**src/rtl/img_sequencer_pkg.sv**
```systemverilog
// ============================================================================
// Module  : img_sequencer_pkg
// Brief   : Shared state encoding, error codes and helpers for img_sequencer.
// Revision: 1.0
// ============================================================================
`default_nettype none

package img_sequencer_pkg;

    typedef enum logic [2:0] {
        ST_IDLE      = 3'd0,
        ST_CAP_ISSUE = 3'd1,
        ST_CAP_WAIT  = 3'd2,
        ST_CAP_CHECK = 3'd3,
        ST_RD_ISSUE  = 3'd4,
        ST_RD_WAIT   = 3'd5
    } state_t;

    localparam logic [1:0] c_ERR_OK          = 2'd0;
    localparam logic [1:0] c_ERR_TIMEOUT     = 2'd1;
    localparam logic [1:0] c_ERR_SHORT_FRAME = 2'd2;
    localparam logic [1:0] c_ERR_NO_IMAGE    = 2'd3;

    // Number of bits needed to hold the value v (at least 1).
    function automatic int unsigned reg_width(input longint unsigned v);
        int unsigned w;
        w = 1;
        for (int i = 1; i < 64; i++) begin
            if ((v >> i) != 0) begin
                w = i + 1;
            end
        end
        return w;
    endfunction

    // A toggle-style handshake has fired when it differs from its reference.
    function automatic logic toggle_pulse(input logic i_cur, input logic i_ref);
        return i_cur ^ i_ref;
    endfunction

endpackage

`default_nettype wire

```
**src/rtl/img_sequencer_timer.sv**
```systemverilog
// ============================================================================
// Module  : img_seq_timer
// Brief   : Loadable down-counter with a zero flag for the capture timeout.
// Revision: 1.0
// ============================================================================
`default_nettype none

module img_seq_timer #(
    parameter int unsigned WIDTH = 8
) (
    input  logic             clk,
    input  logic             rst,
    input  logic             i_load,
    input  logic [WIDTH-1:0] i_load_val,
    input  logic             i_dec,
    output logic             o_zero
);

    logic [WIDTH-1:0] r_cnt;

    always_ff @(posedge clk) begin
        if (rst) begin
            r_cnt <= '0;
        end else if (i_load) begin
            r_cnt <= i_load_val;
        end else if (i_dec && (r_cnt != '0)) begin
            r_cnt <= r_cnt - 1'b1;
        end
    end

    assign o_zero = (r_cnt == '0);

endmodule

`default_nettype wire

```
**src/rtl/img_sequencer.sv**
```systemverilog
// ============================================================================
// Module  : img_sequencer
// Brief   : Double-buffered capture/readout sequencer for the image controller.
// Revision: 1.0
// ============================================================================
`default_nettype none

module img_sequencer
    import img_sequencer_pkg::*;
#(
    parameter int unsigned  CLK_FREQ           = 24_000_000,
    parameter int unsigned  IMG_PIXEL_COUNT    = 4096 * 4096,
    parameter int unsigned  CAPTURE_TIMEOUT_MS = 1000,
    localparam int unsigned c_PIX_W            = reg_width(longint'(IMG_PIXEL_COUNT))
) (
    input  logic               clk,
    input  logic               rst,
    input  logic               host_capture,
    input  logic               host_captureSkip,
    input  logic               host_readout,
    input  logic               host_readoutThumb,
    input  logic               host_readoutDone,
    output logic               status_busy,
    output logic               status_done,
    output logic [1:0]         status_err,
    output logic [1:0]         status_validBlocks,
    output logic               img_cmd_capture,
    output logic               img_cmd_readout,
    output logic               img_cmd_ramBlock,
    output logic               img_cmd_skipCount,
    output logic               img_cmd_thumb,
    input  logic               img_status_captureDone,
    input  logic [c_PIX_W-1:0] img_status_pixelCount
);

    localparam longint unsigned c_TMR_CYCLES =
        longint'(CAPTURE_TIMEOUT_MS) * longint'(CLK_FREQ / 1000);
    localparam int unsigned      c_TMR_W    = reg_width(c_TMR_CYCLES - 1);
    localparam logic [c_TMR_W-1:0] c_TMR_LOAD = c_TMR_W'(c_TMR_CYCLES - 1);
    localparam logic [c_PIX_W-1:0] c_PIX_EXP  = c_PIX_W'(IMG_PIXEL_COUNT);

    state_t     r_state, w_state_nxt;
    logic       r_cap_pend, r_rd_pend;
    logic       r_skip, r_thumb;
    logic       r_latest, w_latest_nxt;
    logic       r_target, w_target_nxt;
    logic       r_done_ref, w_done_ref_nxt;
    logic [1:0] r_valid, w_valid_nxt;
    logic [1:0] r_err, w_err_nxt;
    logic       r_done, w_done_nxt;
    logic       r_cmd_cap, w_cmd_cap_nxt;
    logic       r_cmd_rd, w_cmd_rd_nxt;
    logic       r_ram_blk, w_ram_blk_nxt;
    logic       r_cmd_skip, w_cmd_skip_nxt;
    logic       r_cmd_thumb, w_cmd_thumb_nxt;
    logic       w_cap_issue, w_rd_issue;
    logic       w_tmr_load, w_tmr_dec, w_tmr_zero;
    logic       w_cap_req, w_rd_req;

    // Idle also looks at this cycle's pulse so a request issues one edge sooner.
    assign w_cap_req = r_cap_pend | host_capture;
    assign w_rd_req  = r_rd_pend  | host_readout;

    img_seq_timer #(
        .WIDTH (c_TMR_W)
    ) u_timer (
        .clk        (clk),
        .rst        (rst),
        .i_load     (w_tmr_load),
        .i_load_val (c_TMR_LOAD),
        .i_dec      (w_tmr_dec),
        .o_zero     (w_tmr_zero)
    );

    // A new pulse wins over the clear so a request arriving at issue is kept.
    always_ff @(posedge clk) begin
        if (rst) begin
            r_cap_pend <= 1'b0;
            r_rd_pend  <= 1'b0;
            r_skip     <= 1'b0;
            r_thumb    <= 1'b0;
        end else begin
            if (host_capture) begin
                r_cap_pend <= 1'b1;
                r_skip     <= host_captureSkip;
            end else if (w_cap_issue) begin
                r_cap_pend <= 1'b0;
            end
            if (host_readout) begin
                r_rd_pend <= 1'b1;
                r_thumb   <= host_readoutThumb;
            end else if (w_rd_issue) begin
                r_rd_pend <= 1'b0;
            end
        end
    end

    always_ff @(posedge clk) begin
        if (rst) begin
            r_state     <= ST_IDLE;
            r_latest    <= 1'b0;
            r_target    <= 1'b0;
            r_done_ref  <= 1'b0;
            r_valid     <= 2'b00;
            r_err       <= c_ERR_OK;
            r_done      <= 1'b0;
            r_cmd_cap   <= 1'b0;
            r_cmd_rd    <= 1'b0;
            r_ram_blk   <= 1'b0;
            r_cmd_skip  <= 1'b0;
            r_cmd_thumb <= 1'b0;
        end else begin
            r_state     <= w_state_nxt;
            r_latest    <= w_latest_nxt;
            r_target    <= w_target_nxt;
            r_done_ref  <= w_done_ref_nxt;
            r_valid     <= w_valid_nxt;
            r_err       <= w_err_nxt;
            r_done      <= w_done_nxt;
            r_cmd_cap   <= w_cmd_cap_nxt;
            r_cmd_rd    <= w_cmd_rd_nxt;
            r_ram_blk   <= w_ram_blk_nxt;
            r_cmd_skip  <= w_cmd_skip_nxt;
            r_cmd_thumb <= w_cmd_thumb_nxt;
        end
    end

    always_comb begin
        w_state_nxt     = r_state;
        w_latest_nxt    = r_latest;
        w_target_nxt    = r_target;
        w_done_ref_nxt  = r_done_ref;
        w_valid_nxt     = r_valid;
        w_err_nxt       = r_err;
        w_done_nxt      = 1'b0;
        w_cmd_cap_nxt   = r_cmd_cap;
        w_cmd_rd_nxt    = r_cmd_rd;
        w_ram_blk_nxt   = r_ram_blk;
        w_cmd_skip_nxt  = r_cmd_skip;
        w_cmd_thumb_nxt = r_cmd_thumb;
        w_cap_issue     = 1'b0;
        w_rd_issue      = 1'b0;
        w_tmr_load      = 1'b0;
        w_tmr_dec       = 1'b0;

        case (r_state)
            ST_IDLE: begin
                // Readout first: a later capture never overwrites the block it reads.
                if (w_rd_req) begin
                    w_state_nxt = ST_RD_ISSUE;
                end else if (w_cap_req) begin
                    w_state_nxt = ST_CAP_ISSUE;
                end
            end
            ST_CAP_ISSUE: begin
                w_cap_issue           = 1'b1;
                w_target_nxt          = ~r_latest;
                w_valid_nxt[~r_latest] = 1'b0;
                w_ram_blk_nxt         = ~r_latest;
                w_cmd_cap_nxt         = ~r_cmd_cap;
                w_cmd_skip_nxt        = r_skip;
                w_done_ref_nxt        = img_status_captureDone;
                w_tmr_load            = 1'b1;
                w_state_nxt           = ST_CAP_WAIT;
            end
            ST_CAP_WAIT: begin
                if (toggle_pulse(img_status_captureDone, r_done_ref)) begin
                    w_state_nxt = ST_CAP_CHECK;
                end else if (w_tmr_zero) begin
                    w_err_nxt   = c_ERR_TIMEOUT;
                    w_done_nxt  = 1'b1;
                    w_state_nxt = ST_IDLE;
                end else begin
                    w_tmr_dec = 1'b1;
                end
            end
            ST_CAP_CHECK: begin
                if (img_status_pixelCount == c_PIX_EXP) begin
                    w_err_nxt             = c_ERR_OK;
                    w_valid_nxt[r_target] = 1'b1;
                    w_latest_nxt          = r_target;
                end else begin
                    w_err_nxt = c_ERR_SHORT_FRAME;
                end
                w_done_nxt  = 1'b1;
                w_state_nxt = ST_IDLE;
            end
            ST_RD_ISSUE: begin
                w_rd_issue = 1'b1;
                if (!r_valid[r_latest]) begin
                    w_err_nxt   = c_ERR_NO_IMAGE;
                    w_done_nxt  = 1'b1;
                    w_state_nxt = ST_IDLE;
                end else begin
                    w_ram_blk_nxt   = r_latest;
                    w_cmd_rd_nxt    = ~r_cmd_rd;
                    w_cmd_thumb_nxt = r_thumb;
                    w_state_nxt     = ST_RD_WAIT;
                end
            end
            ST_RD_WAIT: begin
                if (host_readoutDone) begin
                    w_err_nxt   = c_ERR_OK;
                    w_done_nxt  = 1'b1;
                    w_state_nxt = ST_IDLE;
                end
            end
            default: begin
                w_state_nxt = ST_IDLE;
            end
        endcase
    end

    assign status_busy        = (r_state != ST_IDLE);
    assign status_done        = r_done;
    assign status_err         = r_err;
    assign status_validBlocks = r_valid;
    assign img_cmd_capture    = r_cmd_cap;
    assign img_cmd_readout    = r_cmd_rd;
    assign img_cmd_ramBlock   = r_ram_blk;
    assign img_cmd_skipCount  = r_cmd_skip;
    assign img_cmd_thumb      = r_cmd_thumb;

endmodule

`default_nettype wire

```
**config.mk**
```make
export PLATFORM = sky130hd
export DESIGN_NAME = img_sequencer
export DESIGN_NICKNAME = d
export VERILOG_FILES = /design/src/rtl/img_sequencer_pkg.sv /design/src/rtl/img_sequencer_timer.sv /design/src/rtl/img_sequencer.sv
export SDC_FILE = /design/constraint.sdc
export NUM_CORES = 1
export LEC_CHECK = 0
export ABC_AREA = 1
export CAP_MARGIN = 20
export CORE_AREA = 3 3 98 100
export DETAILED_ROUTE_END_ITERATION = 12
export DIE_AREA = 0 0 101 103
export GPL_ROUTABILITY_DRIVEN = 1
export HOLD_SLACK_MARGIN = 0.1
export SLEW_MARGIN = 15
export SYNTH_ARGS = -nofsm -noshare
export SYNTH_HDL_FRONTEND = slang
export SYNTH_SLANG_ARGS = --single-unit
export TNS_END_PERCENT = 100
```
**constraint.sdc**
```tcl
create_clock -name clk -period 1.8 [get_ports clk]
set_clock_uncertainty 0.1 [all_clocks]
set_input_delay 0.18 -clock clk [delete_from_list [all_inputs] [get_ports clk]]
set_output_delay 0.18 -clock clk [all_outputs]
set_load 0.01 [all_outputs]
```
==> results of run 1 <==
==> worst paths after layout <==
path                      from               end  slack (ns)
max          u_timer.r_cnt[10]  u_timer.r_cnt[4]       -0.01
min          host_readoutThumb           r_thumb        0.32
max reg2reg  u_timer.r_cnt[10]  u_timer.r_cnt[4]       -0.01
min reg2reg    img_cmd_capture   img_cmd_capture        0.35
==> per-layer routing <==
| metal | vias up | track usage [%] | wire [um] |
|---|---|---|---|
| met2 | 79 | 27.49 | 4032 |
| met5 | - | 0 | 0 |
| met1 | 1340 | 19.30 | 3494 |
| li1 | 1507 | - | - |
| met3 | 12 | 2.706 | 476 |
| met4 | 0 | 4.806 | 123 |
==> per-stage QoR <==
stage / total power (uW) / util (%)
3_3_place_gp: 5119 / 39.79
5_1_grt: 7428 / 45.72
2_1_floorplan: 3989 / -
4_1_cts: 6402 / 43.20
6_report: 6870 / 45.72
3_5_place_dp: 5180 / 39.79
==> cell usage in the layout (no fill, tap or decap), drive strengths merged <==
master,count
nand2,93
nor2,81
inv,49
buf,48
dfxtp,45
clkdlybuf4s50,43
nand3,34
a21oi,32
o21ai,23
xor2,9
nand4,8
clkbuf,8
nor3,7
xnor2,5
nand3b,3
a211oi,3
ha,3
o211ai,2
o21bai,2
a21boi,1
or2,1
o31ai,1
a31oi,1
clkinvlp,1
==> flip-flops by register name (all words and copies together) (netlist names), 2 cells and up <==
register and flops:
status_validBlocks 2, u_timer.r_cnt 25, status_err 2, r_state 3
==> critical path: stages (launching register included) <==
cell	delay (ns)
sky130_fd_sc_hd__dfxtp_2	0.35
sky130_fd_sc_hd__nor2_4	0.13
sky130_fd_sc_hd__nand2_2	0.09
sky130_fd_sc_hd__nor2_4	0.12
sky130_fd_sc_hd__nand2_2	0.08
sky130_fd_sc_hd__buf_6	0.12
sky130_fd_sc_hd__buf_4	0.13
sky130_fd_sc_hd__o21ai_4	0.21
sky130_fd_sc_hd__clkbuf_16	0.19
sky130_fd_sc_hd__o21ai_0	0.07
sky130_fd_sc_hd__inv_1	0.06
sky130_fd_sc_hd__a21oi_1	0.05
==> report_power, final <==
group / leakage [uW] / switching, uW / internal, uW
Combinational: 0.00141 / 2590 / 2160
Sequential: 0.000373 / 193 / 1230
Clock: 0.0000452 / 413 / 284
Total: 0.00183 / 3200 / 3670
==> cell type report <==
type / count / area, um2 / area share (%)
multi-input cells: 309 / 1737 / 43.35
clock inverters: 3 / 25.02 / 0.6246
well taps: 108 / 135.1 / 3.373
clock buffers: 5 / 68.82 / 1.718
flip-flops and latches: 45 / 920.9 / 22.99
repair buffers: 94 / 943.4 / 23.55
inverters: 47 / 176.4 / 4.403
==> logic make-up after synthesis <==
logic type | count (synthesis) | synth area share, %
AOI/OAI and AO/OA | 64 | 13.25
DFF | 45 | 33.12
xor gates and xnor gates | 14 | 4.508
buffers and inverters | 60 | 9.567
adders and majority gates | 3 | 1.380
and+or+nand+nor | 227 | 38.18
==> what timing repair did <==
item | 4_1_cts | 5_1_grt
endpoints found under the setup margin | 27 | 30
pin swaps | 13 | 30
setup buffers | 8 | 8
gates cloned | 3 | 2
resized for setup | 25 | 39
==> results.md, run 1 <==
- The wire length of the first global-routing pass is about 13 mm.
- The width of the chip is 101 um.
- The detailed placement HPWL is 5.442 mm.
- The mapped cell area is 2720 um2.
- The congestion estimate from routability-driven global placement came to roughly 0.88.
- The cell area power density is approximately 1700 nW/um2.
- The dominant cell type by area after synthesis is sky130_fd_sc_hd__dfxtp_1.
- The netlist uses 36 different library cells.
- The synthesized design devotes to its leading area cell type about a third of total area.
- The vertical extent of the die is 103 um.
- Setup repair after global routing could not meet its margin everywhere.
- Sorting the synthesized cells by how often they occur yields sky130_fd_sc_hd__nand2_1 (88), sky130_fd_sc_hd__nor2_1 (73), sky130_fd_sc_hd__dfxtp_1 (45), sky130_fd_sc_hd__inv_1 (41), sky130_fd_sc_hd__nand3_1 (33).
- IR analysis of the VDD net gives a maximum drop of 696.9 uV.
- In the routed design, unresolved DRC markers number 0.
- After routing, the total negative slack on setup checks comes to -0.01628 ns.
- The number of enable flip-flop cells after synthesis is 0.
- Each instance of the synthesized netlist takes up on average around 6.6 um2.
- The number of violations reported at the end of detailed-routing iteration 0 is between 100 and 150.
- Once layout is done, the placed cells without fillers occupy 4006 um2.
- The number of cells in the finished layout apart from fillers is 611.
- After synthesis, the cell types taking the most area are sky130_fd_sc_hd__dfxtp_1 (33%), sky130_fd_sc_hd__nand2_1 (12%), sky130_fd_sc_hd__nor2_1 (10%), sky130_fd_sc_hd__nand3_1 (6.1%), sky130_fd_sc_hd__a21oi_1 (5.9%).
- The total iterations of the first detailed-routing run is 4.
- The final-report setup violation count is 2.
- After detailed routing, the average wire length per cell comes to 13.30 um.
- The via density per instance is 4.809.
- Among all cell types in the netlist, the one instantiated most often is sky130_fd_sc_hd__nand2_1.
- The proportion of synthesized chip area in sequential cells is 33.12%.
- The maximum number of pins on one net before global-route repair is 25.
- The tool flagged a number of max-cap violations equal to 0.
- The total vias in the final route is about 2900.
- The count of nets left with antenna violations once routing finished came out at 0.
- TritonCTS built the clock tree.
- Wires add up to around 8.1 mm.
- The worst setup path is captured at a register.
- The final reports fail on negative setup slack.
- The final worst setup slack is -0.009717 ns.
- The relative slew slack is 79.41%.
- Counting the fill cells in the layout gives between 800 and 900.
- The initial antenna violation count is 0.
- The number of buffers inserted by port buffering is 43.
- Counting cells, the worst reg-to-reg path comes to 11.
- The cell row count is 34.
- The longest clock path from root to sink contains 2 buffers.
- The library cell used as clock root buffer is sky130_fd_sc_hd__clkbuf_8.
- Of the available clock period, the critical path in the final layout requires 100.5%.
- Before CTS, the worst setup slack after placement is -0.1385 ns.
- The total placed cells including tap cells is 584.
- The number of warnings reported in the yosys synthesis log is 0.
- The worst setup path is of the register to register kind.
- The largest fanout on the critical path is 6.
- The worst hold path was traced through 3 stages.
- The final hold slack is 0.3166 ns.
- The final critical path time including I/O delays and setup is approximately 1.8 ns.
- The post-synthesis to final-layout area growth is 47.29%.
- For the pin with the worst max-slew slack, the measured transition is 0.3082 ns.
- The run finished, with violations left.
- The fraction of layout instances using a drive strength above 1 is 25.84%.
- Clock tree synthesis inserted a total of 5 buffers.
- The remaining global-route overflow is 0.
- The number of instances in the synthesized netlist is 413.
- The clock network latency to the later pin of the worst-skew pair is a little over 0.3 ns.
- The CTS clock-pin slew for the worst setup and hold paths is 0.10 ns.
- The synthesized net count is 449.
- In this run the standard cell core region covers 8763 um2.
- For this configuration, the core starts out at a cell density of slightly above 30%.
- The area of the die is 10400 um2.
- For this design the static power due to leakage is approximately 0.0018 uW.
- The via count of the first global-routing pass is 2787.
- The min-delay analysis places its worst path in the category primary input to register.
- In the synthesized netlist the async set-or-reset flop fraction comes to 0%.
- Data arrives at the worst endpoint at 1.92 ns.
- The kind of launch point of the worst setup path is a register.
- The number of I/O pins is between 40 and 50.
- For this design, the CTS-stage hold fixing added 0 buffers.
- Among all flip-flop cells after synthesis, the most frequent one is sky130_fd_sc_hd__dfxtp_1.
- The final-report max-slew violation count is 0.
- The peak clock frequency supported by timing is approximately 550 MHz.
- The number of failing hold endpoints at the final stage came to 0.
- After the last flow step, the layout net total stands at 538.
- In this run the cell area measured after placement is 3487 um2.
- The clock tree synthesis step divided the H-tree into 2 levels.
- The global-route usage over all layers is between 10% and 20%.
- The antenna diode count is 0.
- STA puts the critical path data required time at 1.91 ns.
- Synthesis inferred 45 register bits.
- The count of clock tree sinks is 45.
Note: power is estimated with default switching activity, not from simulation.
==> run 2, diff against run 1 <==
--- a/config.mk
+++ b/config.mk
@@ -8,6 +8,7 @@
 export ABC_AREA = 1
 export CAP_MARGIN = 20
 export CORE_AREA = 3 3 98 100
+export CTS_CLUSTER_SIZE = 10
 export DETAILED_ROUTE_END_ITERATION = 12
 export DIE_AREA = 0 0 101 103
 export GPL_ROUTABILITY_DRIVEN = 1
==> results of run 2 <==
The final DEF is identical to that of run 1; final timing and power are the same.
